## src/rtl/chess_pkg.sv

```systemverilog
// Shared codes for the chess datapath: pieces, colours, capture roles,
// move-ordering priorities and the arbiter iterator state encoding.
`timescale 1ns/1ps
package chess_pkg;

    typedef enum logic [2:0] {
        PAWN   = 3'd0,
        KNIGHT = 3'd1,
        BISHOP = 3'd2,
        ROOK   = 3'd3,
        QUEEN  = 3'd4,
        KING   = 3'd5,
        EMPTY  = 3'd7
    } piece_e;

    typedef enum logic {
        WHITE = 1'b0,
        BLACK = 1'b1
    } colour_e;

    typedef enum logic {
        VICTIM    = 1'b0,
        AGGRESSOR = 1'b1
    } role_e;

    localparam logic [2:0] PRIO_NONE          = 3'd0;
    localparam logic [2:0] PRIO_QUIET         = 3'd1;
    localparam logic [2:0] PRIO_PAWN_VICTIM   = 3'd2;
    localparam logic [2:0] PRIO_KNIGHT_VICTIM = 3'd3;
    localparam logic [2:0] PRIO_BISHOP_VICTIM = 3'd4;
    localparam logic [2:0] PRIO_ROOK_VICTIM   = 3'd5;
    localparam logic [2:0] PRIO_QUEEN_VICTIM  = 3'd6;

    typedef enum logic [1:0] {
        IDLE    = 2'd0,
        FILL    = 2'd1,
        PRESENT = 2'd2,
        FINISH  = 2'd3
    } arb_state_e;

endpackage

```

## src/rtl/arb_max.sv

```systemverilog
// Combinational max over GROUP (priority, index) pairs; the lowest
// position wins ties because a later entry replaces only on strictly greater.
`timescale 1ns/1ps
module arb_max #(
    parameter int unsigned GROUP  = 8,
    parameter int unsigned PRIO_W = 3,
    parameter int unsigned IDX_W  = 6
) (
    input  logic [GROUP*PRIO_W-1:0] prio_vec,
    input  logic [GROUP*IDX_W-1:0]  idx_vec,
    output logic [PRIO_W-1:0]       max_prio,
    output logic [IDX_W-1:0]        max_idx
);

    always_comb begin
        max_prio = prio_vec[0 +: PRIO_W];
        max_idx  = idx_vec[0 +: IDX_W];
        for (int unsigned i = 1; i < GROUP; i++) begin
            if (prio_vec[i*PRIO_W +: PRIO_W] > max_prio) begin
                max_prio = prio_vec[i*PRIO_W +: PRIO_W];
                max_idx  = idx_vec[i*IDX_W +: IDX_W];
            end
        end
    end

endmodule

```

## src/rtl/arb_iter.sv

```systemverilog
// Sequential priority iterator: snapshots per-entry priorities and streams
// every non-zero entry in descending priority (lowest index on ties).
`timescale 1ns/1ps
module arb_iter
    import chess_pkg::*;
#(
    parameter int unsigned N_ENTRIES = 64,
    parameter int unsigned PRIO_W    = 3,
    parameter int unsigned GROUP     = 8,
    parameter int unsigned PIPE      = 0,
    parameter int unsigned IDX_W     = $clog2(N_ENTRIES)
) (
    input  logic                          clk,
    input  logic                          rst_n,
    input  logic                          start,
    input  logic [N_ENTRIES*PRIO_W-1:0]   prio_in,
    input  logic                          flush,
    output logic                          out_valid,
    input  logic                          out_ready,
    output logic [IDX_W-1:0]              out_index,
    output logic [PRIO_W-1:0]             out_prio,
    output logic                          out_last,
    output logic                          busy,
    output logic                          done,
    output logic [IDX_W:0]                count
);

    localparam int unsigned N_GROUPS = N_ENTRIES / GROUP;

    arb_state_e state, state_d;
    logic                        fill_cnt, fill_cnt_d;
    logic                        load_out, take;
    logic [N_ENTRIES*PRIO_W-1:0] snapshot;
    logic [N_ENTRIES*PRIO_W-1:0] masked_prio;
    logic [N_ENTRIES-1:0]        mask, nz, cur_onehot;
    logic [N_GROUPS*PRIO_W-1:0]  grp_prio, grp_prio_q;
    logic [N_GROUPS*IDX_W-1:0]   grp_idx, grp_idx_q;
    logic [PRIO_W-1:0]           win_prio;
    logic [IDX_W-1:0]            win_idx;

    always_comb begin
        masked_prio = '0;
        nz          = '0;
        for (int unsigned i = 0; i < N_ENTRIES; i++) begin
            masked_prio[i*PRIO_W +: PRIO_W] = mask[i] ? '0 : snapshot[i*PRIO_W +: PRIO_W];
            nz[i] = |masked_prio[i*PRIO_W +: PRIO_W];
        end
    end

    for (genvar g = 0; g < N_GROUPS; g++) begin : g_group
        logic [GROUP*IDX_W-1:0] gidx;
        always_comb begin
            gidx = '0;
            for (int unsigned j = 0; j < GROUP; j++) begin
                gidx[j*IDX_W +: IDX_W] = IDX_W'(g*GROUP + j);
            end
        end
        arb_max #(.GROUP(GROUP), .PRIO_W(PRIO_W), .IDX_W(IDX_W)) u_grp (
            .prio_vec (masked_prio[g*GROUP*PRIO_W +: GROUP*PRIO_W]),
            .idx_vec  (gidx),
            .max_prio (grp_prio[g*PRIO_W +: PRIO_W]),
            .max_idx  (grp_idx[g*IDX_W +: IDX_W])
        );
    end

    if (PIPE != 0) begin : g_pipe
        always_ff @(posedge clk) begin
            if (!rst_n) begin
                grp_prio_q <= '0;
                grp_idx_q  <= '0;
            end else begin
                grp_prio_q <= grp_prio;
                grp_idx_q  <= grp_idx;
            end
        end
    end else begin : g_nopipe
        assign grp_prio_q = grp_prio;
        assign grp_idx_q  = grp_idx;
    end

    arb_max #(.GROUP(N_GROUPS), .PRIO_W(PRIO_W), .IDX_W(IDX_W)) u_final (
        .prio_vec (grp_prio_q),
        .idx_vec  (grp_idx_q),
        .max_prio (win_prio),
        .max_idx  (win_idx)
    );

    // Last candidate: nothing unmasked remains once the presented entry is removed.
    assign cur_onehot = N_ENTRIES'(1) << out_index;
    assign out_last   = (state == PRESENT) && ((nz & ~cur_onehot) == '0);
    assign out_valid  = (state == PRESENT);
    assign busy       = (state == FILL) || (state == PRESENT);
    assign done       = (state == FINISH);

    always_comb begin
        state_d    = state;
        fill_cnt_d = 1'b0;
        load_out   = 1'b0;
        take       = 1'b0;
        case (state)
            IDLE: ;
            FILL: begin
                if (PIPE != 0 && !fill_cnt) begin
                    fill_cnt_d = 1'b1;
                end else if (win_prio != '0) begin
                    state_d  = PRESENT;
                    load_out = 1'b1;
                end else begin
                    state_d = FINISH;
                end
            end
            PRESENT: begin
                if (out_ready) begin
                    take    = 1'b1;
                    state_d = out_last ? FINISH : FILL;
                end
            end
            FINISH: state_d = IDLE;
            default: state_d = IDLE;
        endcase
        if (flush && busy) begin
            state_d  = FINISH;
            load_out = 1'b0;
        end
        if (start) begin
            state_d    = FILL;
            fill_cnt_d = 1'b0;
            load_out   = 1'b0;
            take       = 1'b0;
        end
    end

    always_ff @(posedge clk) begin
        if (!rst_n) begin
            state     <= IDLE;
            fill_cnt  <= 1'b0;
            snapshot  <= '0;
            mask      <= '0;
            count     <= '0;
            out_index <= '0;
            out_prio  <= '0;
        end else begin
            state    <= state_d;
            fill_cnt <= fill_cnt_d;
            if (start) begin
                snapshot <= prio_in;
                mask     <= '0;
                count    <= '0;
            end else if (take) begin
                mask[out_index] <= 1'b1;
                count           <= count + (IDX_W+1)'(1);
            end
            if (load_out) begin
                out_index <= win_idx;
                out_prio  <= win_prio;
            end
        end
    end

endmodule
```

## config.mk

```make
export PLATFORM = sky130hd
export DESIGN_NAME = arb_iter
export DESIGN_NICKNAME = d
export VERILOG_FILES = /design/src/rtl/chess_pkg.sv /design/src/rtl/arb_max.sv /design/src/rtl/arb_iter.sv
export SDC_FILE = /design/constraint.sdc
export NUM_CORES = 1
export LEC_CHECK = 0
export BUFFER_PORTS_ARGS = -buffer_cell sky130_fd_sc_hd__buf_4
export CAP_MARGIN = 20
export CORE_MARGIN = 5
export CORE_UTILIZATION = 56
export DETAILED_ROUTE_END_ITERATION = 10
export PLACE_DENSITY = 0.85
export SLEW_MARGIN = 0
export SYNTH_ARGS = -nofsm -noshare
export SYNTH_HDL_FRONTEND = slang
export SYNTH_SLANG_ARGS = --single-unit
```

## constraint.sdc

```tcl
create_clock -name clk -period 21.4 [get_ports clk]
set_input_delay 1.07 -clock clk [delete_from_list [all_inputs] [get_ports clk]]
set_output_delay 1.07 -clock clk [all_outputs]
set_load 0.02 [all_outputs]
```

==> results of run 1 <==
==> layout by cell type (no fill, tap or decap), types with 13 or more instances in the layout <==
master,n
nor4_1,13
o21a_1,35
buf_4,239
o21bai_1,15
a211oi_1,27
o211ai_1,19
a21oi_1,185
a22oi_1,14
or2_2,21
a31oi_1,22
and2_1,33
o21ai_1,19
nor3_1,29
nand3b_1,42
nand2_1,145
clkbuf_16,28
o21ai_0,62
a21o_1,35
mux2_2,13
nand2b_1,61
and3_1,18
nand3_1,55
inv_1,99
dfxtp_1,274
a32oi_1,24
ha_1,194
mux2i_1,218
and3b_1,16
nor2b_1,147
nor2_1,395
==> path summary, 6_finish.rpt <==
| check | from | to | slack (ns) | cells past startpoint |
|---|---|---|---|---|
| worst max-delay path | mask[0] | out_index[1] | 1.34 | 93 |
| worst min-delay path | mask[19] | mask[19] | 0.49 | 2 |
| worst min register to register | mask[19] | mask[19] | 0.49 | 2 |
| worst max register to register | mask[0] | out_index[1] | 1.34 | 93 |
==> cell families (layout without fill, tap and decap cells) <==
logic type               after synthesis  after routing  share of synthesized area, %
multiplexers                         233            233                          11.5
flip-flops                           274            274                          26.9
adder cells (fa/ha/maj)              194            194                          11.9
AO/OA/AOI/OAI                        620            620                          20.7
AND/OR/NAND/NOR                     1033           1033                          25.3
buffers and inverters                180            393                          3.35
XOR/XNOR                               6              6                         0.258
==> metal layers <==
metal	routed length (µm)	vias up	GRT usage, %
met3	5640	182	6.03
met1	27900	9625	40.5
met4	2880	2	11.6
met2	30700	856	52.9
met5	8	-	0
li1	-	9568	-
==> worst max-delay path, delay by kind of cell (launching register included) <==
kind            cells  cell delay (ns)
buf+inv            10             1.30
flops               1             0.35
fa+ha+maj          14             4.02
simple gates       26             4.86
mux                 4             1.32
compound gates     39             8.10
==> registers in the layout, summed over array words and instances (netlist names) <==
name and flops:
snapshot 192, mask 64, count 7, out_index 6, out_prio 3, state 2
==> cell type report <==
class                           count  area (µm²)
Fill cell                        2934       12100
Clock inverter                     11         225
Inverter                          100         380
Clock buffer                       40         816
Tap cell                          461         577
Multi-Input combinational cell   2086       14400
Sequential cell                   274        5490
Timing Repair Buffer              242        1830
==> metrics by stage <==
step	util, %	TNS (ns)
after floorplan	-	0
after global placement	62.9	0
after detailed placement	62.9	0
after CTS	65.8	0
after global routing	66.3	-0.0720
final	66.3	0
==> timing repair <==
item	in CTS	in global routing
gates resized for setup	1	31
pin swaps	0	1
endpoints found under the setup margin	4	10
cloned	0	0
buffers inserted	0	1
==> cell usage after synthesis (9+ instances only) <==
| cell type | number | share of area [%] |
|---|---|---|
| o21ai_1 | 24 | 0.59 |
| nor2b_1 | 149 | 4.6 |
| nor2_1 | 396 | 7.3 |
| and2_1 | 33 | 1.0 |
| a21boi_0 | 12 | 0.44 |
| or2_2 | 21 | 0.65 |
| ha_1 | 194 | 12 |
| dfxtp_1 | 274 | 27 |
| nand3b_1 | 42 | 1.5 |
| o21a_1 | 36 | 1.3 |
| or3_1 | 10 | 0.31 |
| a21oi_1 | 188 | 4.6 |
| o21ai_0 | 63 | 1.5 |
| a211oi_1 | 28 | 1.0 |
| clkbuf_1 | 60 | 1.1 |
| mux2_2 | 13 | 0.72 |
| o211ai_1 | 19 | 0.70 |
| o31ai_1 | 9 | 0.33 |
| nand2_1 | 145 | 2.7 |
| and3_1 | 18 | 0.55 |
| inv_1 | 100 | 1.8 |
| nand4_1 | 11 | 0.34 |
| nand3_1 | 55 | 1.4 |
| buf_1 | 19 | 0.35 |
| nor4_1 | 13 | 0.40 |
| o21bai_1 | 15 | 0.55 |
| o22ai_1 | 9 | 0.28 |
| mux2i_1 | 219 | 11 |
| a31oi_1 | 23 | 0.71 |
| a22oi_1 | 14 | 0.52 |
| a32oi_1 | 25 | 1.1 |
| a21o_1 | 36 | 1.3 |
| nand2b_1 | 62 | 1.9 |
| nor3_1 | 31 | 0.76 |
| and3b_1 | 16 | 0.69 |
==> results_dict.tcl, run 1 <==
set metrics [dict create \
    syn_to_final_growth_pct 16.3 \
    drt_iter0_drc 1610 \
    drive_gt1_share_pct 13.9 \
    pin_count 217 \
    grt_overflow 0 \
    drtAntennaViolNets 0 \
    portBuffers 216 \
    maxCapViolations 0 \
    hpwl_um 52200 \
    synthCells 2540 \
    ys_seq_area_share_pct 26.9 \
    htree_num_levels 1 \
    clkSinkCount 274 \
    finalSetupViolations 0 \
    wirelength_um 67200 \
    hold_class "flop to flop" \
    placed_area_um2 22500 \
    cp_slowest_stage_delay_ns 0.40 \
    wl_per_cell_um 20.9 \
    synth-edff-count 0 \
    finalCritPeriodShare_pct 93.7 \
    final_nets 3123 \
    antenna_found_initial 1 \
    startpoint_type "flop" \
    skew_ns 0.0293 \
    dp_slack_ns 0.0701 \
    synth.net_count 2931 \
    cts_made_buffers 28 \
    die_x_um 201 \
    slew_headroom_pct 29.3 \
    path_clk_slew_ns 0.07 \
    synth.distinct_cells 94 \
    placed_cells 3161 \
    hold_slack_ns 0.489 \
    grt_max_degree 122 \
    coreArea_um2 35700 \
    dr_total_vias 20233 \
    synth_seq_cells 274 \
    setup_ws_ns 1.34 \
    cts_root_buf "clkbuf_16" \
    cts_buffer_depth 3 \
    async_flop_share_pct 0 \
    grt_pass1_vias 19658 \
    syn_area_per_cell_um2 8.02 \
    dr.pass1.iters 8 \
    holdBufCountCts 0 \
    final_area_um2 23700 \
    start_util_pct 57.0 \
    clk_latency_ns 0.58 \
    final_max_slew_viol_count 0 \
    num_rows 69 \
    grt_pass1_wl_um 105000 \
    critical_path_arrival_ns 20.54 \
    setup.worst_path.end_class "flop" \
    critPathMostFrequentCell "ha_1" \
    yosysWarnings 0 \
    track_usage_pct 31.5 \
    drc 0 \
    fin_cells 3214 \
    timing.final.hold_violations 0 \
    place_congestion 1.00 \
    vias_per_cell 6.30 \
    status "completed" \
    slowest_stage "or3b_4" \
    die_h_um 201 \
    cts_tree "yes" \
    critPathRequiredTime_ns 21.89 \
    ys.flop_type "dfxtp_1" \
    worst_pin_slew_ns 1.06 \
    path_max_fanout 13 \
    num_antenna_cells 0 \
    fmax_mhz 49.9 \
    min_period_ns 20.06 \
    crit_type "flop to flop" \
    syn_area_um2 20400 \
    die_area_um2 40300 \
]
Power of run 1 is not shown: default switching activity piles up to over one toggle a cycle in this logic, so the estimate is an artifact.
==> inputs of run 2 (changes only) <==
- ABC_AREA: default -> 1
- PLACE_DENSITY: 0.85 -> 0.83
- SYNTH_HIERARCHICAL: default -> 1
==> results_dict.tcl, run 2 <==
set metrics [dict create \
    num_antenna_cells 0 \
    vias_per_cell 5.03 \
    seq_area_um2 5490 \
    drt_iter0_drc 1829 \
    drive_gt1_share_pct 18.2 \
    setup_tns_ns 0 \
    pin_count 217 \
    drtAntennaViolNets 0 \
    htree_num_levels 1 \
    ys.flop_type "dfxtp_1" \
    reg_top3 "snapshot: 192 flops, mask: 64 flops, count: 7 flops" \
    hpwl_um 56100 \
    num_rows 78 \
    synth-edff-count 0 \
    antenna_found_initial 0 \
    multi_input_area_um2 18700 \
    async_flop_share_pct 0 \
    synthCells 4048 \
    hold_depth 2 \
    grt_pass1_vias 24449 \
    synthTopCellsByArea "dfxtp_1 (21%), nand2_1 (15%), ha_1 (9.5%), nand3_1 (7.2%), nand3_2 (6.9%)" \
    crit_type "flop to flop" \
    syn_area_um2 25600 \
    start_util_pct 56.5 \
    grt_max_degree 123 \
    drc 0 \
    top_register "snapshot" \
    cts_setup_buffers 0 \
    place_congestion 0.942 \
    hold_class "flop to flop" \
    final_max_slew_viol_count 0 \
    cts_made_buffers 31 \
    rsz0062_at_grt "no" \
    rr_endpoint "out_prio[1]" \
    wirelength_um 72900 \
    coreArea_um2 45400 \
    die_area_um2 50200 \
    worst_pin_slew_ns 0.999 \
    cts_root_buf "clkbuf_16" \
    fmax_mhz 58.0 \
    skew_ns 0.0182 \
    holdBufCountCts 0 \
    final_nets 4958 \
    min_period_ns 17.24 \
    clkSinkCount 274 \
    r2r_cells 112 \
    status "completed" \
    synth.most_common_cell "nand2_1" \
    dr.pass1.iters 6 \
    layout_common_cells "nand2_1 (1035), inv_1 (467), nor2_1 (408), conb_1 (384), nand3_1 (371)" \
    grt_overflow 0 \
    cts_buffer_depth 3 \
    holdPathEnd "snapshot[55]" \
    r2r_start "mask[8]" \
    maxCapViolations 0 \
    ys_seq_area_share_pct 21.4 \
    path_max_fanout 16 \
    synth.distinct_cells 43 \
    critPathRequiredTime_ns 21.90 \
    syn_area_per_cell_um2 6.33 \
    critPathMostFrequentCell "nand2_1" \
    clk_latency_ns 0.61 \
    setup.worst_path.end_class "flop" \
    yosys.area.top_type "dfxtp_1" \
    reg2reg_slack_ns 4.16 \
    slew_headroom_pct 33.4 \
    finalCritPeriodShare_pct 80.6 \
    yosys-top-cells-count "nand2_1 (1035), inv_1 (468), nor2_1 (408)" \
    portBuffers 216 \
    synth_top_area_share_pct 21.4 \
    startpoint_type "flop" \
    track_usage_pct 27.9 \
    min_from "snapshot[55]" \
    cp_slowest_stage_delay_ns 0.37 \
    syn_to_final_growth_pct 16.7 \
    finalSetupViolations 0 \
    post_cts_resized 0 \
    nFillCells 4120 \
    synth_seq_cells 274 \
    grt_pass1_wl_um 117000 \
    dr_total_vias 26111 \
    final_common_cell "nand2_1" \
    timing.final.hold_violations 0 \
    path_clk_slew_ns 0.06 \
    die_h_um 224 \
    critical_path_arrival_ns 17.74 \
    cts_tree "yes" \
    largest_reg_flops 192 \
    slowest_stage "nand2_1" \
    die_x_um 224 \
    yosysWarnings 6 \
    wl_per_cell_um 14.0 \
]
==> run 2: cell count changes after synthesis, moves of 39 or more <==
cell / change
or2_2: +55
nand2_2: +65
nand3_2: +178
inv_2: +91
inv_1: +368
mux2i_1: -219
and2_1: +39
o211ai_2: +49
nand2_1: +890
nand3_1: +316
nor2b_1: -149
o21ai_0: +224
nand2b_1: -62
==> run 2: through the flow <==
stage | cell area, µm² | std cells | worst slack (ns) | hold WS (ns) | util [%]
6_report | 29900 | 5192 | 4.16 | 0.461 | 65.9
5_1_grt | 29900 | 5192 | 2.47 | 0.472 | 65.9
4_1_cts | 29900 | 5192 | 4.36 | 0.460 | 65.9
3_5_place_dp | 28800 | 5134 | 4.40 | 0.453 | 63.5
3_3_place_gp | 28800 | 5134 | 5.07 | 0.447 | 63.5
2_1_floorplan | 27100 | 4430 | 6.82 | 0.435 | -
==> run 2: metal layers <==
metal  vias to the layer above  global-route usage (%)  wire (µm)
li1                      13644                       -          -
met1                     11660                    35.7      31700
met2                       662                    48.6      34000
met3                       145                    3.32       4170
met4                         0                    10.2       3010
met5                         -                       0          0
==> run 2: final cells by class <==
class / count / share of cell area (%)
Clock buffer: 40 / 2.97
Multi-Input combinational cell: 3455 / 62.4
Timing Repair Buffer: 235 / 5.90
Clock inverter: 18 / 0.715
Inverter: 570 / 7.19
Sequential cell: 274 / 18.3
Tap cell: 600 / 2.51
==> run 2: cells by family after synthesis <==
kind of cell | Yosys count | share of synthesized area (%)
simple gates | 2285 | 43.5
buf+inv | 701 | 11.4
compound gates | 592 | 14.2
flops | 274 | 21.4
fa+ha+maj | 194 | 9.47
other cells | 2 | 0.0293
==> run 2: critical path, delay by kind of cell (launching register included) <==
family	cells	cell delay [ns]
and+or+nand+nor	71	8.85
AOI/OAI and AO/OA	12	1.80
DFF	1	0.30
buffers and inverters	15	2.11
adders and majority gates	14	4.02
==> run 2: worst max path at each step <==
stage	startpoint	end	slack [ns]	cells after the start
finish	mask[8]	out_prio[1]	4.16	112
global placement	mask[8]	out_prio[0]	5.07	112
detailed placement	mask[8]	out_prio[1]	4.40	112
floorplan	mask[8]	out_index[2]	6.82	118
CTS	mask[8]	out_prio[1]	4.36	112
global route	mask[8]	out_index[4]	2.47	111
Power of run 2 is left out for the same reason.
==> inputs of run 3 (changes only) <==
- ABC_AREA: 1 -> 0
- PLACE_DENSITY: 0.83 -> 0.84
- clock period: 21.4 -> 17.3 ns (I/O delays scaled with it)
==> results_dict.tcl, run 3 <==
set metrics [dict create \
    status "completed" \
    cts_buffer_depth 3 \
    critical_path_arrival_ns 17.31 \
    path_delay_family "compound AO/OA/AOI/OAI gates" \
    syn_area_um2 24200 \
    nFillCells 3464 \
    num_rows 76 \
    final_max_slew_viol_count 0 \
    setup.worst_path.end_class "flop" \
    skew_ns 0.0252 \
    synth_top_area_share_pct 22.7 \
    cts_tree "yes" \
    slowest_stage "or3_4" \
    timing.final.hold_violations 0 \
    synth-edff-count 0 \
    path_clk_slew_ns 0.06 \
    synth_fa_ha_area_share_pct 10.0 \
    final_nets 4129 \
    dr_total_vias 24781 \
    cts_made_buffers 30 \
    drt_iter0_drc 2038 \
    grt_pass1_wl_um 119000 \
    htree_num_levels 1 \
    grt_max_degree 134 \
    vias_per_cell 5.70 \
    clkSinkCount 274 \
    wl_per_cell_um 17.7 \
    critPathRequiredTime_ns 17.75 \
    hold_class "flop to flop" \
    worst_pin_slew_ns 1.15 \
    ys.flop_type "dfxtp_1" \
    min_period_ns 16.86 \
    async_flop_share_pct 0 \
    drtAntennaViolNets 0 \
    maxCapViolations 0 \
    cp_slowest_stage_delay_ns 0.41 \
    hold_slack_ns 0.486 \
    yosys-top-cells-count "nor2_1 (474), dfxtp_1 (274), nor2b_1 (241)" \
    synth_mux_area_share_pct 10.4 \
    cts_root_buf "clkbuf_16" \
    finalSetupViolations 0 \
    synth_compound_area_share_pct 25.3 \
    grt_overflow 0 \
    fmax_mhz 59.3 \
    clk_latency_ns 0.60 \
    critPathMostFrequentCell "ha_1" \
    reg_top3 "snapshot: 192 flops, mask: 64 flops, count: 7 flops" \
    layout_common_cells "nor2_1 (465), conb_1 (384), buf_4 (309), dfxtp_1 (269)" \
    path_max_fanout 9 \
    synthCells 3150 \
    antenna_found_initial 1 \
    top_register "snapshot" \
    start_util_pct 56.4 \
    slew_headroom_pct 22.9 \
    largest_reg_flops 192 \
    place_congestion 1.04 \
    syn_to_final_growth_pct 22.9 \
    synth.most_common_cell "nor2_1" \
    ys_seq_area_share_pct 22.7 \
    pin_count 217 \
    hpwl_um 58700 \
    die_area_um2 47500 \
    yosysWarnings 6 \
    synth_xor_area_share_pct 0.217 \
    synth_seq_cells 274 \
    setup_ws_ns 0.436 \
    wirelength_um 76900 \
    final_common_cell "nor2_1" \
    coreArea_um2 42900 \
    synth_top_family_by_area "simple AND/OR/NAND/NOR gates" \
    syn_area_per_cell_um2 7.68 \
    cp.buffers_inverters 5 \
    synthSimpleGateAreaFrac_pct 26.3 \
    synthTopCellsByArea "dfxtp_1 (23%), ha_1 (10%), mux2i_1 (9.6%), nor2_1 (7.4%), nor2b_1 (6.2%)" \
    finalCritPeriodShare_pct 97.5 \
    die_h_um 218 \
    dr.pass1.iters 5 \
    drc 0 \
    yosys.area.top_type "dfxtp_1" \
    portBuffers 216 \
    dp_slack_ns -0.152 \
    track_usage_pct 30.4 \
    startpoint_type "flop" \
    crit_type "flop to flop" \
    grt_pass1_vias 22758 \
    drive_gt1_share_pct 15.9 \
    die_x_um 218 \
    synth.distinct_cells 98 \
]
-- run 3: what timing repair did --
action	4_1_cts	5_1_grt
gates resized for setup	4	73
hold buffers	0	0
pin swaps	1	35
endpoints found under the setup margin	10	10
gates cloned	0	1
buffers inserted	2	23
-- run 3: area by class of cell --
| cell class | instances | area (µm²) | share of cell area (%) |
|---|---|---|---|
| well taps | 585 | 732 | 2.46 |
| inverters | 160 | 606 | 2.04 |
| multi-input cells | 2959 | 19400 | 65.3 |
| repair buffers | 313 | 2360 | 7.94 |
| clock inverters | 15 | 254 | 0.854 |
| flip-flops and latches | 274 | 5490 | 18.5 |
| clock buffers | 39 | 855 | 2.87 |
| diodes | 1 | 2.50 | 0.00842 |
-- run 3: routing by layer --
| metal | global-route usage, % | vias to the layer above | routed length, µm |
|---|---|---|---|
| met4 | 11.1 | 0 | 3370 |
| li1 | - | 12262 | - |
| met2 | 50.9 | 858 | 35400 |
| met3 | 5.19 | 185 | 5730 |
| met5 | 0 | - | 0 |
| met1 | 39.5 | 11476 | 32400 |
-- run 3: tightest hold or removal path: stages (launching register included) --
cell and delay, ns:
dfxtp_1 0.32, mux2i_1 0.06, nor2_1 0.07
-- run 3: final timing paths --
path | start | endpoint | slack [ns] | cells past startpoint
setup reg to reg | mask[8] | out_index[2] | 0.44 | 83
setup / recovery | mask[8] | out_index[2] | 0.44 | 83
hold reg to reg | snapshot[153] | snapshot[153] | 0.49 | 2
hold / removal | snapshot[153] | snapshot[153] | 0.49 | 2
-- run 3: per-stage QoR --
step                      TNS, ns  std cells  utilization (%)  cell area, µm²
after floorplan                 0       3532                -           25900
after global placement          0       4265             65.6           28100
after detailed placement    -1.28       4265             65.6           28100
after CTS                       0       4321             68.3           29300
after global routing        -1.98       4345             69.3           29700
final                           0       4346             69.3           29700
-- run 3: cell families after synthesis --
logic type / after synthesis
simple gates: 1268
mux: 248
other cells: 2
xor+xnor: 6
compound gates: 859
fa+ha+maj: 194
buf+inv: 299
flops: 274
Power of run 3 is left out for the same reason.
